File: config.mk
export PLATFORM = sky130hd
export DESIGN_NAME = uart_tx_drain
export DESIGN_NICKNAME = d
export VERILOG_FILES = /design/src/rtl/uart_tx_drain.sv
export SDC_FILE = /design/constraint.sdc
export NUM_CORES = 1
export LEC_CHECK = 0
export CAP_MARGIN = 20
export CORE_MARGIN = 2
export CORE_UTILIZATION = 40
export CTS_CLUSTER_DIAMETER = 40
export DETAILED_ROUTE_END_ITERATION = 10
export PLACE_DENSITY_LB_ADDON = 0.08
export SYNTH_ARGS = -nofsm -noshare
export SYNTH_HDL_FRONTEND = slang
export SYNTH_SLANG_ARGS = --single-unit
export TNS_END_PERCENT = 100
File: constraint.sdc
create_clock -name Clock -period 3.9 [get_ports Clock]
set_clock_uncertainty 0.15 [all_clocks]
set_input_delay 0.78 -clock Clock [delete_from_list [all_inputs] [get_ports Clock]]
set_output_delay 0.78 -clock Clock [all_outputs]
set_load 0.01 [all_outputs]
File: src/rtl/uart_tx_drain.sv
// UART transmit engine sitting behind the TX FIFO: pops one byte per frame and
// serialises it as start, LSB-first data, optional parity and stop bits.
module uart_tx_drain #(
    parameter int DATA_WIDTH = 8,
    parameter int STOP_BITS  = 1,
    parameter int PARITY     = 0,
    parameter int DIV_WIDTH  = 16
) (
    input  logic                  Clock,
    input  logic                  Reset_n,
    input  logic [DATA_WIDTH-1:0] FifoQ,
    input  logic                  FifoEmpty,
    output logic                  FifoRdEn,
    input  logic [DIV_WIDTH-1:0]  Divisor,
    input  logic                  TxEnable,
    output logic                  Tx,
    output logic                  Busy,
    output logic                  TxDone
);
    // One counter serves both the data bits and the stop bits.
    localparam int CNT_W = $clog2(DATA_WIDTH + 1);
    localparam logic [CNT_W-1:0] LAST_DATA = CNT_W'(DATA_WIDTH - 1);
    localparam logic [CNT_W-1:0] LAST_STOP = CNT_W'(STOP_BITS - 1);

    typedef enum logic [2:0] {
        S_IDLE,
        S_FETCH,
        S_START,
        S_DATA,
        S_PARITY,
        S_STOP
    } state_e;

    state_e                state_q, state_d;
    logic [DATA_WIDTH-1:0] shift_q, shift_d;
    logic [DIV_WIDTH-1:0]  period_q, period_d;
    logic [DIV_WIDTH-1:0]  timer_q, timer_d;
    logic [CNT_W-1:0]      bit_cnt_q, bit_cnt_d;
    logic                  parity_q, parity_d;
    logic                  tx_q, tx_d;
    logic                  busy_q, busy_d;
    logic                  done_q, done_d;

    logic                  bit_end;
    logic                  last_stop;
    logic                  can_pop;
    logic [DIV_WIDTH-1:0]  div_eff;

    always_comb begin
        // NOTE: every signal gets a default before the case so no path leaves it unassigned (no latches).
        state_d   = state_q;
        shift_d   = shift_q;
        period_d  = period_q;
        bit_cnt_d = bit_cnt_q;
        parity_d  = parity_q;

        div_eff   = (Divisor < DIV_WIDTH'(2)) ? DIV_WIDTH'(2) : Divisor;
        bit_end   = (timer_q == '0);
        timer_d   = bit_end ? timer_q : timer_q - DIV_WIDTH'(1);
        last_stop = (state_q == S_STOP) && bit_end && (bit_cnt_q == LAST_STOP);
        can_pop   = TxEnable && !FifoEmpty;
        // Gated by reset so no pop can leak out while the block is held in reset.
        FifoRdEn  = Reset_n && can_pop && ((state_q == S_IDLE) || last_stop);

        case (state_q)
            S_IDLE: begin
                if (can_pop) state_d = S_FETCH;
            end
            S_FETCH: begin
                shift_d   = FifoQ;
                period_d  = div_eff;
                timer_d   = div_eff - DIV_WIDTH'(1);
                bit_cnt_d = '0;
                parity_d  = 1'b0;
                state_d   = S_START;
            end
            S_START: begin
                if (bit_end) begin
                    timer_d = period_q - DIV_WIDTH'(1);
                    state_d = S_DATA;
                end
            end
            S_DATA: begin
                if (bit_end) begin
                    timer_d  = period_q - DIV_WIDTH'(1);
                    shift_d  = shift_q >> 1;
                    parity_d = parity_q ^ shift_q[0];
                    if (bit_cnt_q == LAST_DATA) begin
                        bit_cnt_d = '0;
                        state_d   = (PARITY != 0) ? S_PARITY : S_STOP;
                    end else begin
                        bit_cnt_d = bit_cnt_q + CNT_W'(1);
                    end
                end
            end
            S_PARITY: begin
                if (bit_end) begin
                    timer_d   = period_q - DIV_WIDTH'(1);
                    bit_cnt_d = '0;
                    state_d   = S_STOP;
                end
            end
            S_STOP: begin
                if (bit_end) begin
                    timer_d = period_q - DIV_WIDTH'(1);
                    if (bit_cnt_q == LAST_STOP) begin
                        bit_cnt_d = '0;
                        state_d   = FifoRdEn ? S_FETCH : S_IDLE;
                    end else begin
                        bit_cnt_d = bit_cnt_q + CNT_W'(1);
                    end
                end
            end
            default: state_d = S_IDLE;
        endcase

        // Outputs are registered, so they are decoded from the next-state values.
        case (state_d)
            S_START:  tx_d = 1'b0;
            S_DATA:   tx_d = shift_d[0];
            S_PARITY: tx_d = (PARITY == 2) ? parity_d : ~parity_d;
            default:  tx_d = 1'b1;
        endcase
        busy_d = (state_d != S_IDLE);
        done_d = (state_d == S_STOP) && (timer_d == '0) && (bit_cnt_d == LAST_STOP);
    end

    // NOTE: sequential state uses non-blocking assignments only; reset drives the line to its idle-high level.
    always_ff @(posedge Clock or negedge Reset_n) begin
        if (!Reset_n) begin
            state_q   <= S_IDLE;
            shift_q   <= '0;
            period_q  <= '0;
            timer_q   <= '0;
            bit_cnt_q <= '0;
            parity_q  <= 1'b0;
            tx_q      <= 1'b1;
            busy_q    <= 1'b0;
            done_q    <= 1'b0;
        end else begin
            state_q   <= state_d;
            shift_q   <= shift_d;
            period_q  <= period_d;
            timer_q   <= timer_d;
            bit_cnt_q <= bit_cnt_d;
            parity_q  <= parity_d;
            tx_q      <= tx_d;
            busy_q    <= busy_d;
            done_q    <= done_d;
        end
    end

    assign Tx     = tx_q;
    assign Busy   = busy_q;
    assign TxDone = done_q;

endmodule

-- Word level (Yosys, flattened, before mapping)
Cells that the tools add are included.
- flip-flop bits (word level): 51
- latch bits: 0
- bits in writable memories: 0
- ROM bits: 0
- bits of input ports: 28
- memories kept: 0
- add/subtract/negate cells: 4
- multipliers: 0
- div/mod/pow operators: 0
- $lt $le $gt $ge: 1
- eq/ne operators: 11
- shift-type cells: 0
- multiplexer cells: 24
- bitwise operators: 2
- reduce and logical (&&, ||, !) cells: 18
- operators with widths (kind ; number):
    two-way mux 16 bit ; 3
    subtractor 16 x 1 -> 16 bit, second input constant ; 3
    logical NOT 16 bit ; 2
    one-hot mux 16 bit (2 select lines) ; 1
    two-way mux 3 bit ; 7
    two-way mux 4 bit ; 5
    one-hot mux 3 bit (6 select lines) ; 1
    less-than comparator 16 x 2 -> 1 bit, second input constant ; 1
    one-hot mux 4 bit (4 select lines) ; 1
    one-hot mux 8 bit (2 select lines) ; 1
    == test 3 x 2 -> 1 bit, second input constant ; 4
    == test 3 bit, second input constant ; 4
    logical NOT 4 bit ; 2
    two-way mux 8 bit ; 1
    logical AND 1 bit ; 7
    adder 4 x 1 -> 4 bit, second input constant ; 1
    == test 4 x 3 -> 1 bit, second input constant ; 1
    OR reduction 4 bit ; 1
    == test 3 x 1 -> 1 bit, second input constant ; 1
    logical NOT 3 bit ; 1
    one-hot mux 1 bit (3 select lines) ; 1
    nonzero test 3 bit ; 1
    two-way mux 1 bit ; 2
    != test 2 bit, second input constant ; 1
    other kinds (7) ; 7

-- Logic depth before layout (Yosys ltp)
Gate-level depths: netlist of the first run.
- depth after elaboration: 12
- mapped depth: 13
- depth with buffers taken out: 11

-- Least setup slack after synthesis of the first run
No wires, ideal clock.
- path kind: input -> register
- start point: input port Divisor[10]
- end point: register done_q (netlist: TxDone)
- library setup time: 96 ps
- data arrival time: 3597 ps
- required time: 3654 ps
- setup slack: 57 ps
- stages: 11
- path buffers: 0
- path through: nor4_2 -> nand3_1 -> o21ai_0 -> ha_1 -> nor4b_1 -> nand2_1 -> or3_1 -> xnor2_1 -> a22o_1 -> or4_1 -> nor4_2
- word-level cells in the longest chain between the ends: 7
- ends and longest elaborated chain (element ; RTL line ; RTL):
    start: declaration ; 14 ; input logic [DIV_WIDTH-1:0] Divisor,
    less-than comparator 16 x 2 -> 1 bit ; 57 ; div_eff = (Divisor < DIV_WIDTH'(2)) ? DIV_WIDTH'(2) : Divisor;
    two-way mux 16 bit (*) ; 57 ;
    subtractor 16 x 1 -> 16 bit (*) ; 72 ; timer_d = div_eff - DIV_WIDTH'(1);
    one-hot mux 16 bit (2 select lines) (*) ; 65 ; case (state_q)
    via timer_d[10] ; 37 ; logic [DIV_WIDTH-1:0] timer_q, timer_d;
    logical NOT 16 bit (*) ; 125 ; done_d = (state_d == S_STOP) && (timer_d == '0) && (bit_cnt_d == LAST_STOP);
    logical AND 1 bit (*) (2 in a row) ; 125 ;
    via done_d ; 42 ; logic done_q, done_d;
    end signal: assignment ; 149 ; done_q <= done_d;
    end: declaration ; 42 ;
The timed path passes the listed nets; every way through them passes the cells marked *.
A chain may end at the register's enable or synchronous reset.

-- Worst setup path in the final report of the first run
- start point: input port Divisor[8]
- end point: register done_q (netlist: TxDone)
- word-level cells in the longest chain between the ends: 7
- ends and longest elaborated chain (element ; RTL line):
    less-than comparator 16 x 2 -> 1 bit ; 57
    two-way mux 16 bit ; 57
    subtractor 16 x 1 -> 16 bit ; 72
    one-hot mux 16 bit (2 select lines) ; 65
    via timer_d[4] ; 37
    logical NOT 16 bit ; 125
    logical AND 1 bit (2 in a row) ; 125
    via done_d ; 42
The timed path passes the listed nets, and every way through them passes these cells.

==> impl_metrics.toml, run 1 <==
[critical_path]
critical_path.endpoint_type = "register"
cp.buffers_inverters = 4
crit_path_frequent_cell = "sky130_fd_sc_hd__buf_4"
crit_path_max_fanout = 5
worstPathCellList = "clkdlybuf4s50_1, nor4_2, buf_4, and3_1, a21oi_2, ha_2, buf_4, buf_4, nor3b_1, xor2_1, a32oi_1, o211ai_1, nor4b_2, nand4b_1, nor4_2"
timing.critical_path.slowest_cell_delay_ns = 0.43
worstPathArrival_ns = 3.85
start_kind = "primary input"
timing.critical_path.max_delay_family = "simple AND/OR/NAND/NOR gates"
crit_slowest_cell = "sky130_fd_sc_hd__clkdlybuf4s50_1"
timing_worst_setup_path_type = "in2reg"
critical_path_required_time_ns = 3.96

[synthesis]
post_synth_num_cell_types = 76
synth.avg_cell_area_um2 = 8.54
synthDominantAreaCellType = "sky130_fd_sc_hd__dfrtp_1"
post_synth_inst_count = 434
yosys.cell_count.top_type = "sky130_fd_sc_hd__nand2_1"
synth_edf_count = 0
synth_area_leaders = "sky130_fd_sc_hd__dfrtp_1 (34%), sky130_fd_sc_hd__nand2_1 (8.0%), sky130_fd_sc_hd__xnor2_1 (3.1%)"
syn_nets = 469
yosysSeqAreaShare = 0.345
netlist.area_leader.share = 0.338
netlist_area_um2 = 3700
ys_dominant_reg_cell = "sky130_fd_sc_hd__dfrtp_1"
asyncSetResetFlopFracSynth = 1.00
synth_common_cells = "sky130_fd_sc_hd__nand2_1 (79), sky130_fd_sc_hd__dfrtp_1 (50), sky130_fd_sc_hd__nor2_1 (28), sky130_fd_sc_hd__inv_1 (20), sky130_fd_sc_hd__o21ai_0 (19)"
total_number_of_yosys_warnings = 0
synth_seq_cells = 51

[global_routing]
grt_pass1_wl_um = 18000
grt.total_usage = 0.225
grt_use_met2 = 0.348
use_met3 = 0.0286
grt_start_max_net_pins = 52
global_route.peak_usage_layer = "met2"
groute.layer.met1.usage = 0.338
grt_pass1_vias = 3366
gr-total-overflow = 0
grt_antenna_before_repair = 0

[final_layout]
n_antenna_cell = 0
post_route_cells_drive_above_1_share = 0.163
num-nets-final = 525
seqCellArea_um2 = 1280
final_util = 0.491
stdcell_area_um2 = 4470
syn2layout_area_growth_pct = 20.6
multiInputGateArea_um2 = 2270
num-fill-cells = 914

[sta]
fin_crit_ns = 3.79
final_hold_viol_count = 0
report.final.slew_viol_count = 0
worst_slew_margin_rel = 0.499
setup-violations-final = 0
fmax_mhz = 264
timing_worst_slew_pin_value_ns = 0.748
final.setup.tns_ns = 0
period_share = 0.972

[floorplan]
fp.dieH_um = 100
die_w_um = 100
placeableCoreArea_um2 = 9110
fp-row-count = 35
boundaryPins = 32
start_util = 0.407
fp.dieArea_um2 = 10000

[cts]
cts.clk_slew.worst_paths_ns = 0.09
tritoncts.num_buffers = 5
tritoncts = "yes"
cts_max_level = 2
clockBufferDepth = 2
cts.root.buffer_cell = "sky130_fd_sc_hd__clkbuf_8"
clk_latency_worst_skew_pair_ns = 0.30
clkSinkCount = 51

[routing]
vias_per_cell = 5.89
detailedRoute.firstPassIterationCount = 5
drt.antenna.violating_nets = 0
wl_per_cell_um = 18.0
drc_errors = 0
drt_first_iter_violations = 271
postRouteWirelength_um = 10900
detailroute.via_count = 3544

[flow_run]
number_of_maximum_capacitance_violations = 0

[placed_design]
routability_cong = 0.906
portBuffers = 31
place_hpwl_um = 8150
dpl_cell_area_um2 = 4300

[power]
power_density_nw_per_um2 = 448
ir_drop_mv = 0.237
fin_total_pwr_uw = 2000
leakagePower_uw = 0.00187

[min_path]
hold_path_class = "reg2reg"

[run_status]
status = "completed"
==> cell families after synthesis <==
logic type,after synthesis,synth area share
flops,51,0.345
fa+ha+maj,7,0.0236
simple gates,213,0.324
buf+inv,40,0.0557
xor+xnor,25,0.0591
compound gates,90,0.171
mux,8,0.0220
==> through the flow <==
stage	setup WS, ns	instances	hold WS, ns
2_1_floorplan	0.0574	434	0.291
3_3_place_gp	-0.337	591	0.311
3_5_place_dp	-0.458	591	0.315
4_1_cts	0.0615	600	0.338
5_1_grt	-0.0111	602	0.364
6_report	0.109	602	0.332
==> repair_timing <==
item,4_1_cts,5_1_grt
hold buffers,0,0
setup endpoints to repair,2,2
pin swaps,0,10
resized for setup,2,14
setup buffers,1,2
==> state kept, by name, summed over array words and instances, names as in the netlist <==
signal,cells
Tx,1
period_q,16
TxDone,1
timer_q,16
shift_q,8
bit_cnt_q,4
state_q,3
Busy,1
parity_q,1
==> worst register-to-register path, cell delays in order, from the launching register on <==
cell                        delay [ns]
sky130_fd_sc_hd__dfrtp_1          0.46
sky130_fd_sc_hd__inv_1            0.13
sky130_fd_sc_hd__ha_1             0.20
sky130_fd_sc_hd__nor4b_4          0.22
sky130_fd_sc_hd__buf_4            0.22
sky130_fd_sc_hd__nand4_4          0.20
sky130_fd_sc_hd__nor3_4           0.29
sky130_fd_sc_hd__a32oi_2          0.22
sky130_fd_sc_hd__a2111oi_2        0.35
sky130_fd_sc_hd__or4b_1           0.49
sky130_fd_sc_hd__nor4_2           0.23
==> area by class of cell <==
type | instances | share of cell area
Inverter | 20 | 0.0168
Clock buffer | 6 | 0.0162
Multi-Input combinational cell | 343 | 0.509
Tap cell | 111 | 0.0311
Clock inverter | 2 | 0.00308
Timing Repair Buffer | 69 | 0.138
Sequential cell | 51 | 0.286
==> final timing paths <==
kind	from	endpoint	slack (ns)	cells after the start
hold reg to reg	shift_q[4]	shift_q[4]	0.33	2
max in group asynchronous	Reset_n	period_q[13]	2.68	2
min in group asynchronous	Reset_n	state_q[1]	0.45	2
setup / recovery	Divisor[8]	TxDone	0.11	15
setup reg to reg	timer_q[0]	TxDone	0.64	10
hold / removal	shift_q[4]	shift_q[4]	0.33	2
==> power breakdown <==
| part | switching, uW | leakage, uW | internal, uW |
|---|---|---|---|
| combinational | 372 | 0.00123 | 326 |
| clock | 179 | 0.0000452 | 127 |
| sequential | 272 | 0.000594 | 724 |
==> cells in the final DEF (no fill, tap or decap), drive strengths merged, types with 7 or more instances in the layout <==
cell type      count
a22oi              7
nor2              28
nand3             15
dfrtp             50
a21oi             13
nor4              14
xnor2             13
inv               20
clkdlybuf4s50     26
ha                 7
nor3              17
nand2             79
o21ai             21
buf               39
xor2              12
nand4              9
mux2i              7
==> layer usage <==
metal | share of wire | wire length (um)
met1 | 0.46 | 5040
met2 | 0.45 | 4890
met3 | 0.070 | 756
met4 | 0.016 | 171
met5 | 0 | 0
Power figures use the tool's default switching activity.
==> inputs of run 2 (changes only) <==
CORE_MARGIN = unset   (was 2)
PLACE_DENSITY = 0.58   (was unset)
PLACE_DENSITY_LB_ADDON = unset   (was 0.08)
==> impl_metrics.toml, run 2 (synthesis results as in run 1) <==
[run_status]
status = "completed"

[final_layout]
instances_no_fill = 600
num-fill-cells = 862
n_antenna_cell = 0
post_route_cells_drive_above_1_share = 0.177
num-nets-final = 526
final_util = 0.513
syn2layout_area_growth_pct = 22.5
stdcell_area_um2 = 4540
layout.cells.most_common_list = "sky130_fd_sc_hd__nand2_1 (79), sky130_fd_sc_hd__dfrtp_1 (50), sky130_fd_sc_hd__buf_4 (39)"
largestRegisters = "period_q: 16 flops, timer_q: 16 flops, shift_q: 8 flops"
final_common_cell = "sky130_fd_sc_hd__nand2_1"

[floorplan]
die_w_um = 98.2
boundaryPins = 32
fp-row-count = 34
fp.dieArea_um2 = 9650
fp.dieH_um = 98.2
start_util = 0.419
placeableCoreArea_um2 = 8850

[critical_path]
timing.rr.start = "timer_q[4]"
critical_path_required_time_ns = 2.97
critPathLaunch = "timer_q[0]"
crit_slowest_cell = "sky130_fd_sc_hd__clkdlybuf4s50_1"
worstPathCellList = "inv_1, ha_1, nor4b_4, and4_1, nand3_1, mux2_2, nor3_1, clkdlybuf4s50_1"
timing_worst_setup_path_type = "reg2out"
worst_r2r_path_depth = 7
critical_path.endpoint_type = "output port"
crit_path_max_fanout = 5
timing.critical_path.slowest_cell_delay_ns = 0.56
start_kind = "register"
worstPathArrival_ns = 2.77

[routing]
drt.antenna.violating_nets = 0
detailroute.via_count = 3601
postRouteWirelength_um = 10700
vias_per_cell = 6.00
drt_first_iter_violations = 270
detailedRoute.firstPassIterationCount = 7
highest-signal-layer = "met4"
drc_errors = 0
met2RoutedLength_um = 4720
wl_met3_um = 529
wl_per_cell_um = 17.9
drt-met1-wl_um = 5230

[sta]
grt_setup_unrepaired = "false"
fin_crit_ns = 3.70
final_hold_viol_count = 0
final_critical_path_setup_slack_ns = 0.195
timing_worst_slew_pin_value_ns = 0.752
setup-violations-final = 0
period_share = 0.950
report.final.slew_viol_count = 0
fmax_mhz = 270
worst_slew_margin_rel = 0.497

[placed_design]
routability_cong = 0.938
portBuffers = 31
placedCellCount = 590
dpl_cell_area_um2 = 4300
place_hpwl_um = 8140
placement.setup.worst_slack_ns = -0.541

[global_routing]
grt_pass1_wl_um = 17500
gr-total-overflow = 0
grt.total_usage = 0.229
grt_pass1_vias = 3318
grt_start_max_net_pins = 52
grt_antenna_before_repair = 0

[power]
part_of_the_total_power_dissipated_in_combinational_logic = 0.336
ir_drop_mv = 0.307
leakagePower_uw = 0.00196
power_density_nw_per_um2 = 450
power_switching_share = 0.422
total_switching_power_uw = 861
clockPowerShare = 0.165
internal_power_uw = 1180
share_seq_of_total_power = 0.499

[cts]
cts_hold_buf = 0
tritoncts = "yes"
cts_max_level = 2
cts.root.buffer_cell = "sky130_fd_sc_hd__clkbuf_8"
clk_latency_worst_skew_pair_ns = 0.31
cts.clk_slew.worst_paths_ns = 0.10
clockBufferDepth = 2
tritoncts.num_buffers = 5
clkSinkCount = 51

[min_path]
hold_path_class = "reg2reg"
cell_depth_of_the_worst_hold_path = 2
min_delay_startpoint = "shift_q[2]"

[flow_run]
number_of_maximum_capacitance_violations = 0
[run 2: cell types whose count changed in the layout (fill, tap and decap cells not counted), sizes merged]
cell / delta
buf: +1
dlymetal6s2s: +7
clkinv: -2
clkdlybuf4s50: -7
clkbuf: -1
inv: +2
clkinvlp: +1
[run 2: final cells by class]
class | count | area, um^2 | share of cell area
clock buffers | 5 | 68.8 | 0.0152
clock inverters | 3 | 27.5 | 0.00606
inverters | 20 | 75.1 | 0.0165
multi-input cells | 343 | 2330 | 0.513
flip-flops and latches | 51 | 1280 | 0.281
well taps | 108 | 135 | 0.0298
repair buffers | 70 | 626 | 0.138
[run 2: final timing paths]
check / to / slack (ns)
max: FifoRdEn / 0.20
min reg2reg: shift_q[2] / 0.34
min: shift_q[2] / 0.34
min in group asynchronous: state_q[1] / 0.44
max reg2reg: TxDone / 0.64
max in group asynchronous: period_q[13] / 2.71
[run 2: what timing repair did]
action                     4_1_cts  5_1_grt
pin swaps                        0        9
resized for setup                2       28
setup endpoints to repair        2        1
buffers inserted                 1        1
[run 2: worst max-delay path, delay by kind of cell, from the launching register on]
family | cells | cell delay, ns
buffers and inverters | 2 | 0.69
adders and majority gates | 1 | 0.19
and+or+nand+nor | 4 | 0.82
muxes | 1 | 0.31
DFF | 1 | 0.45
[run 2: power groups by stage]
stage | logic [uW] | clock network (uW) | registers [uW]
floorplan | 528 | 0 | 903
global placement | 655 | 0 | 1010
detailed placement | 658 | 0 | 1020
CTS | 662 | 343 | 1010
global route | 765 | 360 | 1060
finish | 686 | 336 | 1020
[run 2: metrics by stage]
stage | total power (uW) | TNS [ns] | hold slack (ns)
finish | 2040 | 0 | 0.342
global route | 2190 | 0 | 0.376
CTS | 2020 | 0 | 0.343
detailed placement | 1680 | -0.541 | 0.318
global placement | 1670 | -0.327 | 0.310
floorplan | 1430 | 0 | 0.291
[run 2: layer usage]
metal  global-route usage  vias up
li1                     -     1709
met1                0.337     1743
met2                0.352      132
met3               0.0279       17
met4               0.0677        0
met5                    0        -
==> inputs of run 3 (changes only) <==
--- a/config.mk
+++ b/config.mk
@@ -10,5 +10,5 @@
 export CTS_CLUSTER_DIAMETER = 40
 export DETAILED_ROUTE_END_ITERATION = 10
-export PLACE_DENSITY = 0.58
+export PLACE_DENSITY = 0.64
 export SYNTH_ARGS = -nofsm -noshare
 export SYNTH_HDL_FRONTEND = slang
--- a/constraint.sdc
+++ b/constraint.sdc
@@ -3,3 +3,3 @@
 set_input_delay 0.78 -clock Clock [delete_from_list [all_inputs] [get_ports Clock]]
 set_output_delay 0.78 -clock Clock [all_outputs]
-set_load 0.01 [all_outputs]
+set_load 0.05 [all_outputs]
==> impl_metrics.toml, run 3 (synthesis results as in run 1) <==
[run_status]
status = "completed"

[critical_path]
critical_path.endpoint_type = "register"
critical_path_required_time_ns = 3.99
timing.rr.start = "timer_q[4]"
setup.reg_to_reg.worst_slack_ns = 0.65
timing.critical_path.slowest_cell_delay_ns = 0.53
crit_path_max_fanout = 5
critPathLaunch = "Divisor[11]"
worstPathCellList = "clkdlybuf4s50_1, nor4_4, buf_4, and3_1, a21oi_2, ha_1, nor4b_4, nand2_1, or3_1, xnor2_1, a22o_1, or4_1, nor4_2"
worst_r2r_path_depth = 7
crit_slowest_cell = "sky130_fd_sc_hd__clkdlybuf4s50_1"
r2r_end = "TxDone"
timing_worst_setup_path_type = "in2reg"
worstPathArrival_ns = 3.81
critical_path.endpoint = "TxDone"
start_kind = "primary input"

[flow_run]
number_of_maximum_capacitance_violations = 0

[cts]
cts.root.buffer_cell = "sky130_fd_sc_hd__clkbuf_8"
cts_max_level = 2
tritoncts.num_buffers = 5
clkSinkCount = 51
clk_latency_worst_skew_pair_ns = 0.32
tritoncts = "yes"
cts.clk_slew.worst_paths_ns = 0.11
clockBufferDepth = 2

[floorplan]
fp.dieH_um = 98.2
start_util = 0.419
placeableCoreArea_um2 = 8850
die_w_um = 98.2
fp-row-count = 34
fp.dieArea_um2 = 9650
boundaryPins = 32

[routing]
drc_errors = 0
vias_per_cell = 6.01
drt_first_iter_violations = 303
postRouteWirelength_um = 10700
detailedRoute.firstPassIterationCount = 5
wl_per_cell_um = 18.0
detailroute.via_count = 3594
drt.antenna.violating_nets = 0

[final_layout]
num-fill-cells = 870
final_util = 0.504
seqCellArea_um2 = 1280
num-nets-final = 524
n_antenna_cell = 0
syn2layout_area_growth_pct = 20.4
largestRegisters = "period_q: 16 flops, timer_q: 16 flops, shift_q: 8 flops"
final_common_cell = "sky130_fd_sc_hd__nand2_1"
post_route_cells_drive_above_1_share = 0.159
multiInputGateArea_um2 = 2270
layout.cells.most_common_list = "sky130_fd_sc_hd__nand2_1 (79), sky130_fd_sc_hd__dfrtp_1 (50), sky130_fd_sc_hd__buf_4 (36)"

[placed_design]
portBuffers = 31
placement.setup.worst_slack_ns = -0.491
routability_cong = 0.936
place_hpwl_um = 8010

[min_path]
hold_path_class = "reg2reg"
min_delay_startpoint = "shift_q[4]"
cell_depth_of_the_worst_hold_path = 2

[global_routing]
grt_pass1_vias = 3361
grt_pass1_wl_um = 17400
gr-total-overflow = 0
grt_start_max_net_pins = 52
grt.total_usage = 0.230
grt_antenna_before_repair = 0

[sta]
fin_crit_ns = 3.72
grt_setup_unrepaired = "false"
worst_slew_margin_rel = 0.463
final_critical_path_setup_slack_ns = 0.178
period_share = 0.954
timing_worst_slew_pin_value_ns = 0.803
setup-violations-final = 0
final_hold_viol_count = 0
final_hold_slack_ns = 0.336
fmax_mhz = 269
report.final.slew_viol_count = 0

[power]
fin_total_pwr_uw = 2030
power_density_nw_per_um2 = 456
leakagePower_uw = 0.00183
ir_drop_mv = 0.275
-- run 3: cell types whose count changed in the layout (fill, tap and decap cells not counted), sizes merged --
cell	delta
buf	-1
dlymetal6s2s	-11
clkdlybuf4s50	+10
-- run 3: power by group --
group	total, uW	internal [uW]	switching, uW
registers	1020	724	294
clock network	343	134	210
logic	674	320	354
total	2030	1180	858
-- run 3: timing repair --
| action | CTS | global route |
|---|---|---|
| cloned | 0 | 0 |
| setup endpoints to repair | 1 | 2 |
| hold buffers | 0 | 0 |
| pin swaps | 0 | 1 |
| gates resized for setup | 1 | 7 |
| buffers inserted | 0 | 2 |
-- run 3: how the worst min path moves through the flow --
stage	to	slack, ns
2_1_floorplan	shift_q[1]	0.29
3_3_place_gp	shift_q[3]	0.31
3_5_place_dp	shift_q[4]	0.31
4_1_cts	shift_q[4]	0.34
5_1_grt	shift_q[3]	0.37
6_report	shift_q[4]	0.34
-- run 3: worst max-delay path, delay by kind of cell --
kind,cells,cell delay [ns]
buffers and inverters,2,0.68
adder cells (fa/ha/maj),1,0.19
XOR/XNOR,1,0.14
AO/OA/AOI/OAI,2,0.39
AND/OR/NAND/NOR,7,1.62
-- run 3: layer usage --
layer  global-route usage  wire [um]  vias up
met5                    0          0        -
met4               0.0918        305        0
met3               0.0293        710       22
met2                0.362       4930      148
met1                0.321       4800     1720
li1                     -          -     1704
-- run 3: cell type report --
| class | count | share of cell area |
|---|---|---|
| multi-input combinational | 343 | 0.509 |
| clock inverter | 3 | 0.00617 |
| sequential | 51 | 0.286 |
| inverter | 20 | 0.0168 |
| tap | 108 | 0.0303 |
| clock buffer | 5 | 0.0154 |
| timing repair buffer | 68 | 0.136 |
-- run 3: through the flow --
stage	area (um^2)	setup TNS (ns)	std cells
after floorplan	3700	0	434
after global placement	4310	-0.312	588
after detailed placement	4310	-0.491	588
after CTS	4410	0	596
after global routing	4460	0	598
final	4460	0	598
